$ cat src/rtl/sseg_pkg.sv
// -----------------------------------------------------------------------------
// sseg_pkg
// Shared definitions for the seven-segment scan controller:
//   - scan_state_t : scan FSM states (blanking gap, digit lit)
//   - SEG_OFF      : cathode pattern with every segment and the dp dark
//   - AN_OFF       : anode pattern with every digit dark
//   - HEX_SEG_LUT  : hex digit -> active-low segments, bit order g..a
// -----------------------------------------------------------------------------
package sseg_pkg;

    typedef enum logic {
        S_BLANK = 1'b0,
        S_ON    = 1'b1
    } scan_state_t;

    localparam logic [7:0] SEG_OFF = 8'hFF;
    localparam logic [7:0] AN_OFF  = 8'hFF;

    // Active-low, bit 6 = g ... bit 0 = a.
    localparam logic [6:0] HEX_SEG_LUT [16] = '{
        7'h40, 7'h79, 7'h24, 7'h30,   // 0 1 2 3
        7'h19, 7'h12, 7'h02, 7'h78,   // 4 5 6 7
        7'h00, 7'h10, 7'h08, 7'h03,   // 8 9 A b
        7'h46, 7'h21, 7'h06, 7'h0E    // C d E F
    };

endpackage

$ cat src/rtl/sseg_hex_decode.sv
// -----------------------------------------------------------------------------
// sseg_hex_decode
// Combinational hex nibble to seven-segment decoder (active-low segments).
// Ports:
//   hex_i  in  4  hex digit value
//   seg_o  out 7  segments g..a, 0 = lit
// -----------------------------------------------------------------------------
import sseg_pkg::*;

module sseg_hex_decode (
    input  logic [3:0] hex_i,
    output logic [6:0] seg_o
);

    assign seg_o = HEX_SEG_LUT[hex_i];

endmodule

$ cat src/rtl/sseg_scan_ctrl.sv
// -----------------------------------------------------------------------------
// sseg_scan_ctrl
// Time-multiplexed scan controller for an 8-digit common-anode seven-segment
// display. A packed hex word is taken over a valid/ready handshake into a
// shadow register once per frame, just before digit 0 is lit, so a frame never
// mixes old and new digits. Each digit slot is a blanking gap (all anodes off)
// followed by the lit phase.
//
// Parameters:
//   NUM_DIG    digits scanned (1..8), digit 0 = rightmost = SSEG_AN[0]
//   ON_CYC     clocks each digit is lit (>=1)
//   BLANK_CYC  clocks of blanking before each digit (>=0, 0 = no gap)
//
// Ports:
//   clk        in   1   system clock
//   rst        in   1   synchronous reset, active-low
//   upd_data   in   32  packed hex digits, nibble i -> digit i
//   upd_dp     in   8   decimal point per digit, 1 = lit
//   upd_valid  in   1   producer offers upd_data/upd_dp
//   upd_ready  out  1   shadow accepts an update this cycle
//   dig_en     in   8   live per-digit enable, 0 = digit dark in its slot
//   frame_tick out  1   pulse on the last lit cycle of the last digit
//   SSEG_AN    out  8   anodes, active-low
//   SSEG_CA    out  8   cathodes, active-low, [6:0] = g..a, [7] = dp
//
// Build option:
//   SSEG_LZB_EN  leading-zero blanking: digit i>0 is dark (anode still
//                driven) when nibble i and every higher in-range nibble are
//                zero and its dp is off. Undefined: all enabled digits show.
// -----------------------------------------------------------------------------
import sseg_pkg::*;

module sseg_scan_ctrl #(
    parameter int NUM_DIG   = 8,
    parameter int ON_CYC    = 100000,
    parameter int BLANK_CYC = 1000
) (
    input  logic        clk,
    input  logic        rst,
    input  logic [31:0] upd_data,
    input  logic [7:0]  upd_dp,
    input  logic        upd_valid,
    output logic        upd_ready,
    input  logic [7:0]  dig_en,
    output logic        frame_tick,
    output logic [7:0]  SSEG_AN,
    output logic [7:0]  SSEG_CA
);

    localparam int MAX_CYC      = (ON_CYC > BLANK_CYC) ? ON_CYC : BLANK_CYC;
    localparam int CW           = $clog2(MAX_CYC + 1);
    localparam int BLANK_LAST_I = (BLANK_CYC > 0) ? BLANK_CYC - 1 : 0;

    localparam logic [CW-1:0] ON_LAST    = CW'(ON_CYC - 1);
    localparam logic [CW-1:0] BLANK_LAST = CW'(BLANK_LAST_I);
    localparam logic [2:0]    DIG_LAST   = 3'(NUM_DIG - 1);

    // With no blanking gap every slot starts directly in the lit phase.
    localparam scan_state_t ENTRY_STATE = (BLANK_CYC > 0) ? S_BLANK : S_ON;

    scan_state_t   state_q, state_d;
    logic [CW-1:0] cnt_q, cnt_d;
    logic [2:0]    dig_q, dig_d;
    logic [31:0]   shadow_data_q, shadow_data_d;
    logic [7:0]    shadow_dp_q, shadow_dp_d;
    logic          cap_done_q, cap_done_d;
    logic          ready_q, ready_d;
    logic          tick_q, tick_d;
    logic [7:0]    an_q, an_d;
    logic [7:0]    ca_q, ca_d;

    logic          last_on;
    logic          frame_end;
    logic          handshake;
    logic          pre_phase_d;
    logic [3:0]    cur_nib;
    logic [6:0]    cur_seg;
    logic          lit;
    logic          lzb_dark;

    // ---------------------------------------------------------------------
    // Scan sequencing
    // ---------------------------------------------------------------------
    always_comb begin
        state_d   = state_q;
        cnt_d     = cnt_q + 1'b1;
        dig_d     = dig_q;
        last_on   = (state_q == S_ON) && (cnt_q == ON_LAST);
        frame_end = last_on && (dig_q == DIG_LAST);

        case (state_q)
            S_BLANK: begin
                if (cnt_q == BLANK_LAST) begin
                    state_d = S_ON;
                    cnt_d   = '0;
                end
            end
            S_ON: begin
                if (last_on) begin
                    state_d = ENTRY_STATE;
                    cnt_d   = '0;
                    dig_d   = (dig_q == DIG_LAST) ? 3'd0 : dig_q + 3'd1;
                end
            end
            default: begin
                state_d = ENTRY_STATE;
                cnt_d   = '0;
            end
        endcase
    end

    // ---------------------------------------------------------------------
    // Update handshake and shadow
    // ---------------------------------------------------------------------
    // upd_ready tracks the FSM state (not the display latency): it is high
    // while the scan sits in the phase just before digit 0 lights. cap_done
    // limits captures to one per frame and is cleared as the frame ends, so
    // the very next window opens again.
    always_comb begin
        handshake     = upd_valid && ready_q;
        shadow_data_d = handshake ? upd_data : shadow_data_q;
        shadow_dp_d   = handshake ? upd_dp   : shadow_dp_q;
        cap_done_d    = frame_end ? 1'b0 : (cap_done_q | handshake);

        if (BLANK_CYC > 0)
            pre_phase_d = (dig_d == 3'd0) && (state_d == S_BLANK);
        else
            pre_phase_d = (dig_d == 3'd0) && (state_d == S_ON) && (cnt_d == '0);

        ready_d = pre_phase_d && !cap_done_d;
        tick_d  = (state_d == S_ON) && (cnt_d == ON_LAST) && (dig_d == DIG_LAST);
    end

    // ---------------------------------------------------------------------
    // Segment / anode generation
    // ---------------------------------------------------------------------
    // The next-shadow value is used so a capture on the edge that also
    // registers digit 0's first lit cycle (no blanking gap) shows the new
    // word immediately instead of one stale digit.
    assign cur_nib = shadow_data_d[{dig_q, 2'b00} +: 4];

    sseg_hex_decode u_dec (
        .hex_i (cur_nib),
        .seg_o (cur_seg)
    );

`ifdef SSEG_LZB_EN
    logic [7:0] lead_zero;
    logic       hz;

    // lead_zero[d] = nibble d and all higher in-range nibbles are zero.
    always_comb begin
        lead_zero = '0;
        hz        = 1'b1;
        for (int d = 7; d >= 0; d--) begin
            if (d < NUM_DIG) begin
                hz           = hz && (shadow_data_d[4*d +: 4] == 4'h0);
                lead_zero[d] = hz;
            end
        end
    end

    assign lzb_dark = (dig_q != 3'd0) && lead_zero[dig_q] && !shadow_dp_d[dig_q];
`else
    assign lzb_dark = 1'b0;
`endif

    always_comb begin
        lit  = (state_q == S_ON) && dig_en[dig_q];
        an_d = lit ? ~(8'b1 << dig_q) : AN_OFF;
        ca_d = (lit && !lzb_dark) ? {~shadow_dp_d[dig_q], cur_seg} : SEG_OFF;
    end

    // ---------------------------------------------------------------------
    // State and output registers
    // ---------------------------------------------------------------------
    always_ff @(posedge clk) begin
        if (!rst) begin
            state_q       <= ENTRY_STATE;
            cnt_q         <= '0;
            dig_q         <= '0;
            shadow_data_q <= '0;
            shadow_dp_q   <= '0;
            cap_done_q    <= 1'b0;
            ready_q       <= 1'b0;
            tick_q        <= 1'b0;
            an_q          <= AN_OFF;
            ca_q          <= SEG_OFF;
        end else begin
            state_q       <= state_d;
            cnt_q         <= cnt_d;
            dig_q         <= dig_d;
            shadow_data_q <= shadow_data_d;
            shadow_dp_q   <= shadow_dp_d;
            cap_done_q    <= cap_done_d;
            ready_q       <= ready_d;
            tick_q        <= tick_d;
            an_q          <= an_d;
            ca_q          <= ca_d;
        end
    end

    assign upd_ready  = ready_q;
    assign frame_tick = tick_q;
    assign SSEG_AN    = an_q;
    assign SSEG_CA    = ca_q;

endmodule

$ cat config.mk
export PLATFORM = sky130hd
export DESIGN_NAME = sseg_scan_ctrl
export DESIGN_NICKNAME = d
export VERILOG_FILES = /design/src/rtl/sseg_pkg.sv /design/src/rtl/sseg_hex_decode.sv /design/src/rtl/sseg_scan_ctrl.sv
export SDC_FILE = /design/constraint.sdc
export NUM_CORES = 1
export LEC_CHECK = 0
export ABC_AREA = 1
export BUFFER_PORTS_ARGS = -buffer_cell sky130_fd_sc_hd__buf_2
export CAP_MARGIN = 10
export CORE_ASPECT_RATIO = 0.7
export CORE_MARGIN = 4
export CORE_UTILIZATION = 50
export DETAILED_ROUTE_END_ITERATION = 6
export PLACE_DENSITY = 0.72
export RECOVER_POWER = 50
export SLEW_MARGIN = 0
export SYNTH_ARGS = -nofsm -noshare
export SYNTH_HDL_FRONTEND = slang
export SYNTH_SLANG_ARGS = --single-unit
$ cat constraint.sdc
create_clock -name clk -period 2.85 [get_ports clk]
set_input_delay 0.1425 -clock clk [delete_from_list [all_inputs] [get_ports clk]]
set_output_delay 0.1425 -clock clk [all_outputs]
set_load 0.1 [all_outputs]
==> flow_summary.ini, run 1 <==
[outcome]
status = finished, final reports clean

[job]
maxCapViolations = 0

[pwr]
p_sw_frac = 0.238
sequentialPowerShare = 0.439
combPwrFrac = 0.112
ir_drop_uv = 419
pwr-share-clk = 0.449
p_int_w = 0.00205
switching_power_w = 0.000640
power_density_nw_per_um2 = 555
power.leakage_nw = 2.33

[detailed_routing]
drtIter0Drc = 328
drtPass1Iterations = 5
routedWlPerCell_um = 13.3
vias = 4034
ant_nets = 0
drcViolationCount = 0
drt-total-wl_um = 10400
viasPerCell = 5.17

[final_layout]
multi_input_area_um2 = 2150
nFillCells = 748
register_area_um2 = 1600
drive_above_1_share = 0.150
fin_nets = 739
syn_to_final_growth_pct = 15.6
final_cells = 781
n_antenna_cell = 0

[timing]
period_minus_slack_ns = 2.49
max_freq_mhz = 402
timing.final.crit_share = 0.872
tightest_slew_ns = 1.19
fin_ws_ns = 0.365
setup_viol = 0
final-hold-violation-count = 0
relSlewSlack = 0.212
setup_tns_ns = 0
skew_ns = 0.00587
maxSlewViolCount = 0
rsz0062_at_grt = no

[clocking]
cts.sinks = 80
cts_buffer_depth = 2
cts_inserted_buffers = 9
clkLatencyLatePin_ns = 0.34
ctsRootBufferMaster = clkbuf_16
htreeDepth = 3
cts_resized = 0
cts_tree = done
clk_pin_slew_ns = 0.06
post-cts-setup-buffers = 0
holdBufCountCts = 0

[critical_path]
rr_worst_depth = 12
cp-startpoint = upd_ready
cp_max_fo = 58
crit_path_start_kind = flop
cp_common_cell = nand2_1
r2r-end = SSEG_CA[3]
cp.arrival_ns = 2.70
r2r_setup_slack_ns = 0.36
critical_path_required_ns = 3.06
slowest_stage = dfxtp_1
crit_path_end_kind = flop
r2r_start = upd_ready
path_class = flop to flop
slowest_delay_ns = 0.41
crit_chain = nand2_4, o21ai_0, nand2_1, nand3_1, nand2_1, o21ai_2, inv_1, ha_1, nand3_1, nand2_1, nand2_1, nand3_1

[die]
fp.dieW_um = 117
rows = 27
fp.dieH_um = 84.6
core_area_um2 = 8010
ios = 69
die_area_um2 = 9920
initial_utilization = 0.523

[yosys]
syn-instance-count = 614
synth_top_cell_by_area = dfxtp_1
ys_types = 33
synth_top_area_share = 0.383
avgSynthCellArea_um2 = 6.82
synth_compound_area_frac = 0.0625
syn_nets = 678
synth_common_cells = nand2_1, nor2_1, dfxtp_1
yosysMostFrequentCell = nand2_1
synth-seq-cells = 80
synthMuxAreaShare = 0.0167
ys_async_sr_fraction = 0
ys.flop_type = dfxtp_1
synth_top_family_by_area = simple AND/OR/NAND/NOR gates
synth-simple-area-share = 0.392
netlist_area_um2 = 4190
yosys-top-cells-area = dfxtp_1, nand2_1, nand3_1, nor2_1, inv_1
synth_fa_ha_area_frac = 0.0389
seq_area_frac_synth = 0.383
synth_edf_count = 0
ys_warn_count = 0
synth-xor-area-share = 0.00628

[placement]
place_ws_ns = 0.470
dp.cells = 765
dp_hpwl_um = 7380
port_buffers = 68
gp_congestion = 0.916

[min_path]
holdCritStartpoint = upd_data[30]
hold-path-cell-count = 3
hp-class = input pin to flop
whs_endpoint = shadow_data_q[30]

[global_route]
grt_overflow = 0
grt_pass1_vias = 3586
grt_pass1_wl_um = 17500
antenna_found_initial = 0
grt_usage = 0.214
grt_max_degree = 59
critical path, delay by kind of cell, from the launching register on:
family / cells / cell delay (ns)
DFF: 1 / 0.41
buffers and inverters: 1 / 0.14
adders and majority gates: 1 / 0.23
and+or+nand+nor: 8 / 0.92
AOI/OAI and AO/OA: 2 / 0.63
layer usage:
layer | vias up | wire length (µm) | GRT usage
met4 | 0 | 167 | 0.0745
met3 | 14 | 791 | 0.0606
met5 | - | 0 | 0
met1 | 1815 | 5210 | 0.312
met2 | 150 | 4210 | 0.301
li1 | 2055 | - | -
through the flow:
stage               total power (W)  utilization  hold WS, ns  instance area [µm²]
floorplan                   0.00143            -        0.285                 4190
global route                0.00281        0.605       0.0684                 4840
finish                      0.00269        0.605       0.0598                 4840
CTS                         0.00272        0.609       0.0532                 4870
detailed placement          0.00151        0.569        0.404                 4550
global placement            0.00150        0.569        0.395                 4550
logic make-up (layout without fill, tap and decap cells):
kind of cell	count (synthesis)	after routing
fa+ha+maj	13	13
xor+xnor	3	3
flops	80	80
simple gates	364	364
buf+inv	100	166
mux	7	7
compound gates	47	47
cell type report:
class / instances / share of cell area
Sequential cell: 80 / 0.331
Tap cell: 101 / 0.0261
Inverter: 77 / 0.0597
Timing Repair Buffer: 73 / 0.0734
Clock buffer: 14 / 0.0587
Multi-Input combinational cell: 434 / 0.444
Clock inverter: 2 / 0.00724
power groups by stage:
stage          combinational (W)  sequential, W  clock [W]
6_report                0.000301        0.00118    0.00121
5_1_grt                 0.000345        0.00118    0.00128
4_1_cts                 0.000306        0.00118    0.00123
3_5_place_dp            0.000303        0.00121          0
3_3_place_gp            0.000293        0.00120          0
2_1_floorplan           0.000219        0.00121          0
cells in the final DEF (no fill, tap or decap):
cell type | netlist | routed
o21bai_1 | 1 | 1
inv_2 | 9 | 9
bufinv_16 | 0 | 1
mux2i_1 | 7 | 7
nand2_1 | 147 | 148
nor2_2 | 4 | 4
clkbuf_1 | 8 | 19
nand3_4 | 2 | 2
clkinv_2 | 0 | 1
xor2_1 | 3 | 3
o221ai_1 | 2 | 2
ha_1 | 13 | 13
o21ai_1 | 30 | 7
nand2_4 | 5 | 5
buf_2 | 7 | 50
clkbuf_16 | 0 | 9
nand4_1 | 12 | 12
nor2_8 | 1 | 1
nand3_1 | 76 | 76
clkbuf_8 | 0 | 4
o22ai_1 | 1 | 1
nor3_1 | 5 | 5
buf_4 | 3 | 5
nor2_1 | 101 | 102
a21oi_1 | 2 | 2
or2_1 | 1 | 1
dfxtp_1 | 80 | 80
nor4_1 | 1 | 1
nand3_2 | 2 | 2
inv_1 | 67 | 67
nand2_2 | 4 | 3
nor2_4 | 3 | 2
o21ai_2 | 4 | 4
clkinv_1 | 1 | 1
o21ai_0 | 7 | 30
state kept, by name, summed over array words and instances, names as in the netlist, 3 cells and up:
name           flops
SSEG_AN            8
SSEG_CA            8
cnt_q             17
dig_q              3
shadow_data_q     32
shadow_dp_q        8
worst max-delay path by stage:
stage / cells past startpoint / end / slack [ns]
floorplan: 13 / SSEG_CA[3] / 0.25
global placement: 12 / SSEG_CA[3] / 0.62
detailed placement: 12 / SSEG_CA[3] / 0.47
CTS: 12 / SSEG_CA[3] / 0.44
global route: 12 / SSEG_CA[3] / 0.14
finish: 12 / SSEG_CA[3] / 0.36
Note: power is estimated with default switching activity, not from simulation.
==> run 2, diff against run 1 <==
- SYNTH_HIERARCHICAL: not set -> 1
==> run 2 against run 1 <==
- clock-buffer cell count down 5
- non-clock buffer count up 1
- via count down 5.4%
- hold slack better by 0.0042 ns
- critical endpoint unchanged
- highest routed layer unchanged
- die area down 2.2%
- combinational power is 12% lower
- first-iteration DRC count is 20% higher
- final cell count is 5.5% lower
- total power shrank 5.9%
- area after synthesis shrank 2.4%
==> flow_summary.ini, run 2 <==
[detailed_routing]
drtIter0Drc = 394
ant_nets = 0
routedWlPerCell_um = 14.3
viasPerCell = 5.17
drcViolationCount = 0
drt-total-wl_um = 10500
vias = 3817
drtPass1Iterations = 5

[final_layout]
nFillCells = 749
top_regs = shadow_data_q x32, cnt_q x17
largest_reg_flops = 32
multi_input_area_um2 = 2160
largest-register = shadow_data_q
syn_to_final_growth_pct = 16.3
n_antenna_cell = 0
final_common_cell = nand2_1
layout_common_cells = nand2_1, nor2_1, dfxtp_1
fin_nets = 697
register_area_um2 = 1600
final_util = 0.601
drive_above_1_share = 0.146

[clocking]
cts_tree = done
cts.sinks = 80
cts_buffer_depth = 2
clk_pin_slew_ns = 0.07
htreeDepth = 3
cts_resized = 0
post-cts-setup-buffers = 0
cts_inserted_buffers = 9
ctsRootBufferMaster = clkbuf_16
holdBufCountCts = 0
clkLatencyLatePin_ns = 0.33

[global_route]
grt_overflow = 0
antenna_found_initial = 0
grt_pass1_wl_um = 17100
grt_pass1_vias = 3450
grt_max_degree = 55
grt_usage = 0.218

[die]
fp.dieW_um = 116
core_area_um2 = 7910
die_area_um2 = 9710
fp.dieH_um = 83.6
ios = 69
initial_utilization = 0.517
rows = 27

[yosys]
ys_types = 34
avgSynthCellArea_um2 = 7.17
yosys-top-cells-area = dfxtp_1, nand2_1, nor2_1, mux2i_1, nand3_1
synth_top_area_share = 0.392
synth-seq-cells = 80
synth_top_cell_by_area = dfxtp_1
syn_nets = 635
seq_area_frac_synth = 0.392
syn-instance-count = 570
synth_common_cells = nand2_1, nor2_1, dfxtp_1
synth_edf_count = 0
netlist_area_um2 = 4090
ys.flop_type = dfxtp_1
yosysMostFrequentCell = nand2_1
ys_warn_count = 6
ys_async_sr_fraction = 0

[critical_path]
path_class = flop to flop
r2r_setup_slack_ns = 0.48
crit_path_end_kind = flop
cp_max_fo = 40
crit_path_start_kind = flop
cp.arrival_ns = 2.65
r2r_start = upd_ready
r2r-end = SSEG_CA[3]
critical_path_required_ns = 3.13
rr_worst_depth = 16

[timing]
setup_tns_ns = 0
tightest_slew_ns = 1.17
relSlewSlack = 0.221
fin_ws_ns = 0.484
setup_viol = 0
max_freq_mhz = 423
timing.final.crit_share = 0.830
period_minus_slack_ns = 2.37
skew_ns = 0.00990
maxSlewViolCount = 0
rsz0062_at_grt = no
final-hold-violation-count = 0

[min_path]
holdCritStartpoint = upd_data[27]
hp-class = input pin to flop
whs_endpoint = shadow_data_q[27]
hold-path-cell-count = 3

[placement]
gp_congestion = 0.935
dp_hpwl_um = 7650
place_ws_ns = 0.546
port_buffers = 68

[pwr]
power.leakage_nw = 2.35
power_density_nw_per_um2 = 532
ir_drop_uv = 306
power.total_w = 0.00253

[job]
maxCapViolations = 0

[outcome]
status = finished, final reports clean
[run 2: cell types whose count changed after synthesis, sizes merged, moves of 2 or more]
| cell | change |
|---|---|
| mux2i | +29 |
| o21ai | -26 |
| inv | -24 |
| nand3 | -23 |
| nand2 | -17 |
| o21a | +8 |
| a21oi | +6 |
| nand4 | -4 |
| buf | -3 |
| clkbuf | +3 |
| or2 | +3 |
| nor3 | +2 |
| o221ai | -2 |
[run 2: layer usage]
metal	GRT usage	vias to the layer above	routed length, µm
li1	-	1937	-
met1	0.339	1717	5420
met2	0.305	154	4200
met3	0.0406	9	809
met4	0.0537	0	96
met5	0	-	0
[run 2: worst max-delay path, cell delays in order, from the launching register on]
cell and delay, ns:
dfxtp_1 0.33, nand2_1 0.12, buf_12 0.28, mux2i_1 0.27, nand2_1 0.08, nand3_1 0.09, nand2_1 0.06, o21a_1 0.26
inv_1 0.18, ha_1 0.27, inv_1 0.06, nand2_1 0.04, nand2_1 0.08, nand2_1 0.05, nand2_1 0.05, inv_1 0.04
nand2_1 0.05
[run 2: logic make-up after synthesis]
| kind of cell | Yosys count | synth area share |
|---|---|---|
| AO/OA/AOI/OAI | 34 | 0.0487 |
| XOR/XNOR | 4 | 0.00857 |
| multiplexers | 36 | 0.0882 |
| AND/OR/NAND/NOR | 325 | 0.343 |
| buffers and inverters | 77 | 0.0765 |
| adder cells (fa/ha/maj) | 14 | 0.0429 |
| flip-flops | 80 | 0.392 |
[run 2: power by group]
| part | switching [W] | internal, W |
|---|---|---|
| clock network | 0.000500 | 0.000598 |
| registers | 0.0000124 | 0.00115 |
| logic | 0.000158 | 0.000108 |
[run 2: stage by stage]
step / hold slack [ns] / cells / cell area (µm²)
after detailed placement: 0.404 / 722 / 4500
after global placement: 0.402 / 722 / 4500
after global routing: 0.0704 / 738 / 4750
after CTS: 0.0569 / 738 / 4780
final: 0.0640 / 738 / 4750
after floorplan: 0.306 / 570 / 4090
[run 2: final cells by class]
cell class,instances,share of cell area
tap,101,0.0266
clock buffer,9,0.0474
inverter,54,0.0429
timing repair buffer,74,0.0793
clock inverter,7,0.0113
sequential,80,0.337
multi-input combinational,413,0.456
[run 2: worst max path at each step]
stage | start | cells past startpoint | to
floorplan | upd_ready | 16 | SSEG_CA[3]
global placement | upd_ready | 16 | SSEG_CA[3]
detailed placement | upd_ready | 16 | SSEG_CA[3]
CTS | upd_ready | 16 | SSEG_CA[3]
global route | upd_ready | 13 | SSEG_CA[1]
finish | upd_ready | 16 | SSEG_CA[3]
==> run 3, diff against run 2 <==
- ABC_AREA: 1 -> 0
- PLACE_DENSITY: 0.72 -> 0.76
- clock period: 2.85 -> 2.1 ns (I/O delays scaled with it)
==> run 3 against run 2 <==
- the flow now finishes with violations (negative setup slack)
- via count shrank 18%
- die area shrank 7.9%
- core utilization grew 7.2 points
- synthesized cell count shrank 37%
- sequential power grew 35%
- final cell count shrank 21%
- design area grew 3.2%
==> flow_summary.ini, run 3 <==
[outcome]
status = finished, violations left
violations = negative setup slack

[critical_path]
path_class = flop to flop
r2r_start = upd_ready
crit_path_start_kind = flop
crit_path_end_kind = flop
critical_path_required_ns = 2.32
cp.arrival_ns = 2.87
cp-startpoint = upd_ready
cp_max_fo = 9

[global_route]
antenna_found_initial = 0
grt_usage = 0.212
grt_overflow = 0
grt_max_degree = 48
grt_pass1_wl_um = 15000
grt_pass1_vias = 3018

[detailed_routing]
wl_met3_um = 769
viasPerCell = 5.34
ant_nets = 0
met1_length_um = 4390
drtPass1Iterations = 5
routedWlPerCell_um = 16.2
drt-total-wl_um = 9450
wl_met2_um = 4160
vias = 3112
top_layer_used = met4
drtIter0Drc = 250
drcViolationCount = 0

[die]
initial_utilization = 0.512
core_area_um2 = 7290
die_area_um2 = 8940
fp.dieH_um = 80.3
fp.dieW_um = 111
rows = 26
ios = 69

[job]
maxCapViolations = 0

[clocking]
holdBufCountCts = 0
clkLatencyLatePin_ns = 0.35
cts_tree = done
cts_inserted_buffers = 9
ctsRootBufferMaster = clkbuf_8
htreeDepth = 3
clk_pin_slew_ns = 0.08
cts_buffer_depth = 2
cts.sinks = 80

[yosys]
syn_nets = 424
synth_common_cells = dfxtp_1, mux2i_1, nor2b_1
synth_edf_count = 0
ys_types = 49
yosys-top-cells-area = dfxtp_1, mux2i_1, mux4_2, nor2b_1, ha_1
synth_top_area_share = 0.429
synth-seq-cells = 80
ys_async_sr_fraction = 0
seq_area_frac_synth = 0.429
syn-instance-count = 359
ys_warn_count = 6
yosysMostFrequentCell = dfxtp_1
synth_top_cell_by_area = dfxtp_1
netlist_area_um2 = 3730
ys.flop_type = dfxtp_1
avgSynthCellArea_um2 = 10.4

[timing]
timing.final.crit_share = 1.26
relSlewSlack = 0.663
tightest_slew_ns = 0.510
final-hold-violation-count = 0
fin_ws_ns = -0.545
rsz0062_at_grt = yes
skew_ns = 0.0120
hold_ws_ns = 0.0348
setup_viol = 7
period_minus_slack_ns = 2.65
maxSlewViolCount = 0
max_freq_mhz = 378

[placement]
place_ws_ns = -0.553
gp_congestion = 0.914
port_buffers = 68
dp_hpwl_um = 7050

[final_layout]
top_regs = shadow_data_q x32, cnt_q x17
syn_to_final_growth_pct = 31.3
final_common_cell = dfxtp_1
n_antenna_cell = 0
largest-register = shadow_data_q
largest_reg_flops = 32
drive_above_1_share = 0.388
fin_nets = 545
layout_common_cells = dfxtp_1, buf_2, buf_4

[pwr]
switching_power_w = 0.000776
power_density_nw_per_um2 = 627
pwr-share-clk = 0.337
ir_drop_uv = 421
power.leakage_nw = 1.93
p_sw_frac = 0.252
combPwrFrac = 0.148
p_int_w = 0.00230
sequentialPowerShare = 0.515

[min_path]
hp-class = input pin to flop
holdCritStartpoint = upd_data[28]
==> run 3: through the flow <==
step                      setup TNS (ns)  power, W  instances  cell area (µm²)   util
after detailed placement           -3.41   0.00204        560             4580  0.629
after CTS                          -3.24   0.00309        580             4810  0.660
after floorplan                    -4.61   0.00190        359             3870      -
after global routing               -4.08   0.00321        583             4900  0.673
final                              -3.45   0.00307        583             4900  0.673
after global placement             -2.99   0.00202        560             4580  0.629
==> run 3: worst max-delay path, stage by stage (launching register included) <==
cell and delay, ns:
dfxtp_4 0.34, and2_4 0.16, buf_12 0.14, mux2i_1 0.27, mux4_2 0.32, mux2i_4 0.09
buf_4 0.14, buf_6 0.12, ha_1 0.19, nand2_1 0.13, a21boi_1 0.17, o21ai_1 0.08
or3_1 0.37
==> run 3: path summary, 6_finish.rpt <==
check                       to  depth (start not counted)  slack (ns)
max                 SSEG_CA[6]                         12       -0.55
min          shadow_data_q[28]                          3        0.03
max reg2reg         SSEG_CA[6]                         12       -0.55
min reg2reg  shadow_data_q[14]                          2        0.52
==> run 3: cell families (layout without fill, tap and decap cells) <==
kind of cell / after synthesis / count (layout) / synth area share
flip-flops: 80 / 80 / 0.429
buffers and inverters: 24 / 150 / 0.0281
AND/OR/NAND/NOR: 142 / 142 / 0.221
multiplexers: 60 / 60 / 0.201
AO/OA/AOI/OAI: 24 / 24 / 0.0389
XOR/XNOR: 15 / 15 / 0.0352
adder cells (fa/ha/maj): 14 / 14 / 0.0469
==> run 3: timing repair <==
action                     in CTS  in global routing
buffers inserted                4                  3
resized for setup               1                 19
setup endpoints to repair       7                  9
pin swaps                       0                 12
==> run 3: metal layers <==
metal / GRT usage / vias to the layer above
met3: 0.0617 / 15
met2: 0.324 / 134
li1: - / 1498
met4: 0.0547 / 0
met5: 0 / -
met1: 0.296 / 1465
==> run 3: layout make-up <==
type,count,area (µm²)
Clock buffer,12,155
Tap cell,98,123
Timing Repair Buffer,126,812
Inverter,8,33.8
Sequential cell,80,1610
Multi-Input combinational cell,255,2140
Clock inverter,4,28.8
Fill cell,554,2380
==> run 3: power groups by stage <==
stage	registers (W)	clock network [W]	logic, W
after floorplan	0.00163	0	0.000273
after global placement	0.00161	0	0.000409
after detailed placement	0.00161	0	0.000424
after CTS	0.00158	0.00107	0.000440
after global routing	0.00159	0.00113	0.000491
final	0.00158	0.00104	0.000454
